## config.mk

```make
export PLATFORM = sky130hd
export DESIGN_NAME = streamer_job_sequencer
export DESIGN_NICKNAME = d
export VERILOG_FILES = /design/src/rtl/streamer_job_sequencer.sv
export SDC_FILE = /design/constraint.sdc
export NUM_CORES = 1
export LEC_CHECK = 0
export ABC_AREA = 1
export CAP_MARGIN = 15
export CORE_MARGIN = 1
export CORE_UTILIZATION = 52
export DETAILED_ROUTE_END_ITERATION = 8
export HOLD_SLACK_MARGIN = 0.06
export PLACE_DENSITY = 0.83
export SLEW_MARGIN = 20
export SYNTH_ARGS = -nofsm -noshare
export SYNTH_HDL_FRONTEND = slang
export SYNTH_SLANG_ARGS = --single-unit
```

## constraint.sdc

```tcl
create_clock -name clk_i -period 2.4 [get_ports clk_i]
set_input_delay 0.48 -clock clk_i [delete_from_list [all_inputs] [get_ports clk_i]]
set_output_delay 0.48 -clock clk_i [all_outputs]
set_load 0.1 [all_outputs]
```

## src/rtl/streamer_job_sequencer.sv

```systemverilog
// streamer_job_sequencer: runs a multi-block streaming job. For each block it
// pulses start to three sources and one sink, waits for all four done pulses,
// then advances every address by the stride.
//
// Ports:
//   clk_i, rst_i        clock and synchronous active-high reset
//   start_i, abort_i    job start / abort pulses
//   src_base_i          three packed source base addresses (text, key, rc)
//   sink_base_i         sink base address
//   stride_i            byte increment applied to every address per block
//   len_i, nblocks_i    words per block, blocks per job
//   src_req_start_o     per-source start pulse
//   sink_req_start_o    sink start pulse
//   src_addr_o          current packed source addresses
//   sink_addr_o         current sink address
//   trans_size_o        latched words per block
//   src_done_i          per-source done pulses
//   sink_done_i         sink done pulse
//   streamer_clear_o    streamer clear pulse
//   busy_o, done_o      job in progress / job-complete pulse
//   blk_cnt_o           blocks completed in the current or last job
module streamer_job_sequencer #(
    parameter int ADDR_W = 32,
    parameter int LEN_W  = 16,
    parameter int CNT_W  = 16
) (
    input  logic                  clk_i,
    input  logic                  rst_i,
    input  logic                  start_i,
    input  logic                  abort_i,
    input  logic [3*ADDR_W-1:0]   src_base_i,
    input  logic [ADDR_W-1:0]     sink_base_i,
    input  logic [ADDR_W-1:0]     stride_i,
    input  logic [LEN_W-1:0]      len_i,
    input  logic [CNT_W-1:0]      nblocks_i,
    output logic [2:0]            src_req_start_o,
    output logic                  sink_req_start_o,
    output logic [3*ADDR_W-1:0]   src_addr_o,
    output logic [ADDR_W-1:0]     sink_addr_o,
    output logic [LEN_W-1:0]      trans_size_o,
    input  logic [2:0]            src_done_i,
    input  logic                  sink_done_i,
    output logic                  streamer_clear_o,
    output logic                  busy_o,
    output logic                  done_o,
    output logic [CNT_W-1:0]      blk_cnt_o
);
    localparam logic [2:0] S_IDLE  = 3'd0;
    localparam logic [2:0] S_CLEAR = 3'd1;
    localparam logic [2:0] S_START = 3'd2;
    localparam logic [2:0] S_WAIT  = 3'd3;
    localparam logic [2:0] S_NEXT  = 3'd4;
    localparam logic [2:0] S_DONE  = 3'd5;
    localparam logic [2:0] S_ABORT = 3'd6;

    logic [2:0]          state_q, state_d;
    logic [3*ADDR_W-1:0] src_q, src_d;
    logic [ADDR_W-1:0]   sink_q, sink_d;
    logic [ADDR_W-1:0]   stride_q, stride_d;
    logic [LEN_W-1:0]    len_q, len_d;
    logic [CNT_W-1:0]    nblk_q, nblk_d;
    logic [CNT_W-1:0]    cnt_q, cnt_d;
    logic [3:0]          sticky_q, sticky_d;
    logic [CNT_W-1:0]    cnt_inc;

    assign cnt_inc = cnt_q + CNT_W'(1);

    always_comb begin
        state_d  = state_q;
        src_d    = src_q;
        sink_d   = sink_q;
        stride_d = stride_q;
        len_d    = len_q;
        nblk_d   = nblk_q;
        cnt_d    = cnt_q;
        sticky_d = sticky_q;
        if (state_q == S_IDLE) begin
            // start outranks a simultaneous abort because abort is only honoured when busy
            if (start_i) begin
                src_d    = src_base_i;
                sink_d   = sink_base_i;
                stride_d = stride_i;
                len_d    = len_i;
                nblk_d   = nblocks_i;
                cnt_d    = '0;
                state_d  = (nblocks_i == '0) ? S_DONE : S_CLEAR;
            end
        end else if (abort_i && state_q != S_ABORT) begin
            state_d = S_ABORT;
        end else begin
            case (state_q)
                S_CLEAR: state_d = S_START;
                S_START: begin
                    // dones seen while requests launch belong to no block
                    sticky_d = '0;
                    state_d  = S_WAIT;
                end
                S_WAIT: begin
                    sticky_d = sticky_q | {sink_done_i, src_done_i};
                    state_d  = (&sticky_d) ? S_NEXT : S_WAIT;
                end
                S_NEXT: begin
                    cnt_d  = cnt_inc;
                    sink_d = sink_q + stride_q;
                    for (int k = 0; k < 3; k++)
                        src_d[k*ADDR_W +: ADDR_W] = src_q[k*ADDR_W +: ADDR_W] + stride_q;
                    state_d = (cnt_inc == nblk_q) ? S_DONE : S_START;
                end
                default: state_d = S_IDLE;
            endcase
        end
    end

    always_ff @(posedge clk_i) begin
        if (rst_i) begin
            state_q  <= S_IDLE;
            src_q    <= '0;
            sink_q   <= '0;
            stride_q <= '0;
            len_q    <= '0;
            nblk_q   <= '0;
            cnt_q    <= '0;
            sticky_q <= '0;
        end else begin
            state_q  <= state_d;
            src_q    <= src_d;
            sink_q   <= sink_d;
            stride_q <= stride_d;
            len_q    <= len_d;
            nblk_q   <= nblk_d;
            cnt_q    <= cnt_d;
            sticky_q <= sticky_d;
        end
    end

    assign src_req_start_o  = {3{state_q == S_START}};
    assign sink_req_start_o = state_q == S_START;
    assign streamer_clear_o = state_q == S_CLEAR || state_q == S_ABORT;
    assign busy_o           = state_q != S_IDLE;
    assign done_o           = state_q == S_DONE;
    assign src_addr_o       = src_q;
    assign sink_addr_o      = sink_q;
    assign trans_size_o     = len_q;
    assign blk_cnt_o        = cnt_q;
endmodule

```

==> flow_summary.ini, run 1 <==
[final_layout]
n_fill_cell = 2382
fin_nets = 3311
drive_gt1_frac = 0.193
syn2layout_area_growth_pct = 39.0
final_cells = 3400

[die]
core_um2 = 30700
dieArea_um2 = 31900
start_util = 0.529
fp.dieH_um = 179
num_rows = 64
io_pins = 367
die_width_um = 179

[synthesis]
synthAdderAreaFrac = 0.101
avgSynthCellArea_um2 = 6.47
ys.flop_type = dfxtp_1
synth_seq_cells = 215
synth-edff-count = 0
yosys_warnings = 0
synth_mux_area_frac = 0
async_flop_share = 0
ys_seq_area_frac = 0.265
yosysTopAreaCell = dfxtp_1
synthCells = 2511
yosys.area_share.xor_xnor = 0.0313
netlist_area_um2 = 16200
synth_top_family_by_area = compound AO/OA/AOI/OAI gates
yosys.area_share.simple = 0.257
synth_area_leaders = dfxtp_1 (27%), a21oi_1 (14%), nand2_1 (12%)
netlist.area_leader.share = 0.265
syn_nets = 2840
yosys.cell_count.top_type = nand2_1
synth-compound-area-share = 0.276
ys_types = 37
synth_commonest_cells = nand2_1 (530), a21oi_1 (459), o21ai_0 (296)

[clock_tree]
clock_latency_ps = 560
clk_pin_slew_worst_paths_ps = 70
cts_sinks = 215
cts_buffer_depth = 3
cts-root-buf = clkbuf_16
cts_htree_levels = 1
cts_made_buffers = 26
hold_buffers = 0
cts_tree = yes

[critical_path]
max_stage_delay_ps = 480
reg2reg_from = stride_q[12]
cp_data_arrival_time_ps = 2800
r2r_slack_ps = 50
cp_common_cell = a21oi_1
critPathBufInv = 2
reg2reg_to = sink_addr_o[26]
path_cells = buf_12, ha_1, buf_4, nand2_1, o21ai_0, a21oi_1, o211ai_1, a21oi_1, o21ai_0, a21oi_1
slowest_stage = o21ai_0
critical_path.top_delay_family = compound AO/OA/AOI/OAI gates
rr_worst_depth = 10
cp-start-kind = register
crit_required_ps = 2850
worst-path-stages = 10
path_class = reg -> reg
path_max_fanout = 5
crit_path_end_kind = register
startpoint = stride_q[12]

[power_and_ir_drop]
swShare = 0.566
ir_drop_mv = 1.32
seqPwrFrac = 0.205
combPwrFrac = 0.646
clkPwrFrac = 0.149
power_mw = 28.7
power_density_nw_per_um2 = 1270
p_int_mw = 12.5
p_switching_mw = 16.3
cellLeakagePower_nw = 10.2

[hold_path]
holdPathStages = 2
hp-class = reg -> reg
min_from = trans_size_o[11]
min_to = trans_size_o[11]

[place]
gp_congestion = 1.06
dp_slack_ps = -164
port_buffers = 366
dp.cells = 3339
dp_hpwl_um = 53600

[global_route]
grt_pass1_vias = 19800
grt_antenna_before_repair = 2
grtUsageTotal = 0.431
grt_overflow = 0
grt_max_degree = 139
grt_first_pass_wirelength_um = 107000

[timing]
whs_ps = 467
drv_slew = 0
post-route-period-util = 0.978
worst_pin_slew_ps = 890
fin_ws_ps = 52.9
hold_violations = 0
rsz0062_at_grt = yes
tns_ps = 0
fmax_ghz = 0.426
relSlewSlack = 0.407
clock_skew_ps = 11.1
fin_crit_ps = 2350
report.final.setup_viol = 0

[status]
status = complete, no violations

[route]
antenna_left = 0
drc_errors = 0
avgRoutedWirePerCell_um = 21.2
via_per_inst = 6.14
wirelength_um = 72000
dr_total_vias = 20900
drt_pass1_iterations = 6
drt-initial-drc-count = 1941

[job]
maxCapViolCount = 0
==> metal layers <==
metal | vias up | part of all wire | GRT usage
met5 | - | 0 | 0
met4 | 0 | 0.071 | 0.265
met3 | 359 | 0.10 | 0.0804
met2 | 1347 | 0.46 | 0.713
met1 | 9550 | 0.37 | 0.516
li1 | 9621 | - | -
==> power groups by stage <==
stage	clock (mW)	sequential (mW)	combinational (mW)
6_report	4.29	5.89	18.6
5_1_grt	4.39	5.93	19.5
4_1_cts	4.27	5.79	18.1
3_5_place_dp	0	5.84	17.8
3_3_place_gp	0	5.81	17.5
2_1_floorplan	0	11.3	6.80
==> cells by family (layout without fill, tap and decap cells) <==
group,count (synthesis),count (layout)
buffers and inverters,289,778
other,0,4
flip-flops,215,215
XOR/XNOR,58,58
AO/OA/AOI/OAI,850,850
AND/OR/NAND/NOR,970,970
adder cells (fa/ha/maj),129,129
==> worst min-delay path: stages, from the launching register on <==
cell	delay [ps]
dfxtp_1	310
nand2_1	60
a21oi_1	50
==> cell type report <==
type,instances,area [µm²],area share
Timing Repair Buffer,548,4910,0.218
Sequential cell,215,4450,0.197
Tap cell,396,495,0.0219
Antenna cell,4,10.0,0.000443
Multi-Input combinational cell,2007,11100,0.492
Inverter,184,699,0.0310
Clock buffer,37,742,0.0329
Clock inverter,9,163,0.00720
==> per-stage QoR <==
| stage | utilization | instance area (µm²) |
|---|---|---|
| 3_5_place_dp | 0.692 | 21200 |
| 3_3_place_gp | 0.692 | 21200 |
| 2_1_floorplan | - | 16400 |
| 5_1_grt | 0.736 | 22600 |
| 4_1_cts | 0.725 | 22200 |
| 6_report | 0.736 | 22600 |
==> worst max path at each step <==
stage,endpoint,slack (ps)
6_report,sink_addr_o[26],50
5_1_grt,src_addr_o[24],-40
4_1_cts,sink_addr_o[22],-40
3_5_place_dp,sink_addr_o[22],-160
3_3_place_gp,src_addr_o[95],-90
2_1_floorplan,src_addr_o[49],2
==> cells in the final DEF (no fill, tap or decap), drive strengths merged, types with 17 or more instances in the layout <==
master,synthesis,routed
o21ai,297,297
clkbuf,63,37
nor4,17,17
nand4,17,17
o21bai,37,37
nand2,540,540
dfxtp,215,215
nand3,183,183
a21o,22,22
buf,42,350
xnor2,25,25
ha,125,125
clkdlybuf4s50,0,197
nor3,27,27
xor2,33,33
nor2,151,151
a21oi,460,460
nand3b,20,20
inv,184,183
==> flip-flops by register name, indices dropped and copies added, names as in the netlist <==
name and flops:
trans_size_o 16, src_addr_o 96, stride_q 32, sink_addr_o 32, nblk_q 16, sticky_q 4
blk_cnt_o 16, state_q 3
==> repair_timing <==
item	in CTS	in global routing
gates resized for setup	22	93
buffers inserted	1	9
gates cloned	1	0
setup endpoints to repair	39	80
pin swaps	3	17
Note: power is estimated with default switching activity, not from simulation.
==> inputs of run 2 (changes only) <==
PLACE_DENSITY = 0.9   (was 0.83)
==> run 2 against run 1 <==
Against the previous run: utilization increased by 0.46 points; final cell count up 0.68%; clock skew increased by 15 ps; fmax is 0.91% lower; cell area is 0.63% higher; via count increased by 0.98%; global-route usage rose by 1.3 points; die area is the same; flip-flop and latch count did not move; routed wire length grew 2.9%; critical path depth down 6; largest power group unchanged.
==> flow_summary.ini, run 2 (synthesis gave the netlist of run 1 again) <==
[global_route]
grtUsageTotal = 0.444
grt_overflow = 0
grt_first_pass_wirelength_um = 109000
grt_max_degree = 98
grt_pass1_vias = 20200
grt_antenna_before_repair = 5

[final_layout]
largest_reg_flops = 96
final_cells = 3423
drive_gt1_frac = 0.200
syn2layout_area_growth_pct = 39.9
fin_nets = 3333
mostFrequentLayoutCells = nand2_1 (511), a21oi_1 (445), buf_4 (346)
mostFrequentLayoutCell = nand2_1

[critical_path]
path_cells = inv_1, nand2_2, buf_16, buf_12
cp_data_arrival_time_ps = 1890
slowest_stage = dfxtp_1
critical_path.top_delay_family = buffers and inverters
reg2reg_from = stride_q[0]
path_max_fanout = 20
r2r_slack_ps = 30
critPathBufInv = 3
rr_worst_depth = 14
max_stage_delay_ps = 450
endpoint = busy_o
crit_required_ps = 1920
crit_path_end_kind = output pin
startpoint = state_q[2]
worst-path-stages = 4
cp-start-kind = register
path_class = reg -> out
reg2reg_to = src_addr_o[22]

[die]
die_width_um = 179
dieArea_um2 = 31900
io_pins = 367
fp.dieH_um = 179
num_rows = 64
start_util = 0.529
core_um2 = 30700

[route]
dr_total_vias = 21100
drc_errors = 0
via_per_inst = 6.16
avgRoutedWirePerCell_um = 21.6
antenna_left = 0
wirelength_um = 74100
drt-initial-drc-count = 2026
drt_pass1_iterations = 6

[timing]
worst_pin_slew_ps = 915
post-route-period-util = 0.987
hold_violations = 0
fmax_ghz = 0.422
drv_slew = 0
relSlewSlack = 0.390
report.final.setup_viol = 0
fin_crit_ps = 2370
rsz0062_at_grt = yes
tns_ps = 0
clock_skew_ps = 26.3

[place]
port_buffers = 366
dp.cells = 3365
gp_congestion = 1.07
dp_hpwl_um = 54300

[job]
maxCapViolCount = 0

[hold_path]
hp-class = reg -> reg
holdPathStages = 2

[clock_tree]
cts_made_buffers = 26
cts_sinks = 215
cts_buffer_depth = 3
clock_latency_ps = 560
clk_pin_slew_worst_paths_ps = 60
cts-root-buf = clkbuf_16
cts_htree_levels = 1
cts_tree = yes

[power_and_ir_drop]
power_density_nw_per_um2 = 1270
cellLeakagePower_nw = 10.2
ir_drop_mv = 1.22

[status]
status = complete, no violations
## run 2: worst min path at each step
stage	from	endpoint	slack [ps]
final	trans_size_o[10]	trans_size_o[10]	460
after global routing	nblk_q[0]	nblk_q[0]	490
after CTS	trans_size_o[11]	trans_size_o[11]	460
after detailed placement	trans_size_o[10]	trans_size_o[10]	450
after global placement	trans_size_o[0]	trans_size_o[0]	450
after floorplan	nblk_q[0]	nblk_q[0]	440
## run 2: area by class of cell
type | count | area, µm²
inverters | 184 | 703
clock inverters | 6 | 97.6
multi-input cells | 2007 | 11100
flip-flops and latches | 215 | 4450
clock buffers | 40 | 753
well taps | 396 | 495
fillers | 2343 | 7950
repair buffers | 570 | 5100
diodes | 5 | 12.5
## run 2: power by group
group          internal [mW]  total (mW)  switching [mW]  leakage [nW]
combinational           5.35        18.9            13.5          8.02
sequential              4.69        5.91            1.22          1.81
clock                   2.37        4.03            1.66         0.411
total                   12.4        28.8            16.4          10.2
## run 2: per-stage QoR
step	power, mW	instance area [µm²]	setup slack, ps	hold slack [ps]	utilization
finish	28.8	22700	31.5	462	0.741
global route	30.0	22700	-65.7	493	0.741
CTS	28.1	22400	11.9	463	0.729
detailed placement	23.8	21400	-236	454	0.699
global placement	23.5	21400	-90.9	448	0.699
floorplan	18.1	16400	2.02	444	-
## run 2: tightest hold or removal path: cells and delay by family (launching register included)
family,cells,cell delay [ps]
AOI/OAI and AO/OA,1,50
DFF,1,310
and+or+nand+nor,1,60
## run 2: metal layers
| layer | track usage | part of all wire | vias to the layer above |
|---|---|---|---|
| met5 | 0 | 0 | - |
| met4 | 0.315 | 0.082 | 0 |
| met3 | 0.0956 | 0.097 | 416 |
| met2 | 0.752 | 0.47 | 1309 |
| met1 | 0.494 | 0.36 | 9699 |
| li1 | - | - | 9657 |
## run 2: timing repair
item	CTS	global route
gates resized for setup	20	96
pin swaps	1	14
gates cloned	1	1
hold buffers	0	0
setup buffers	0	5
setup endpoints to repair	44	77
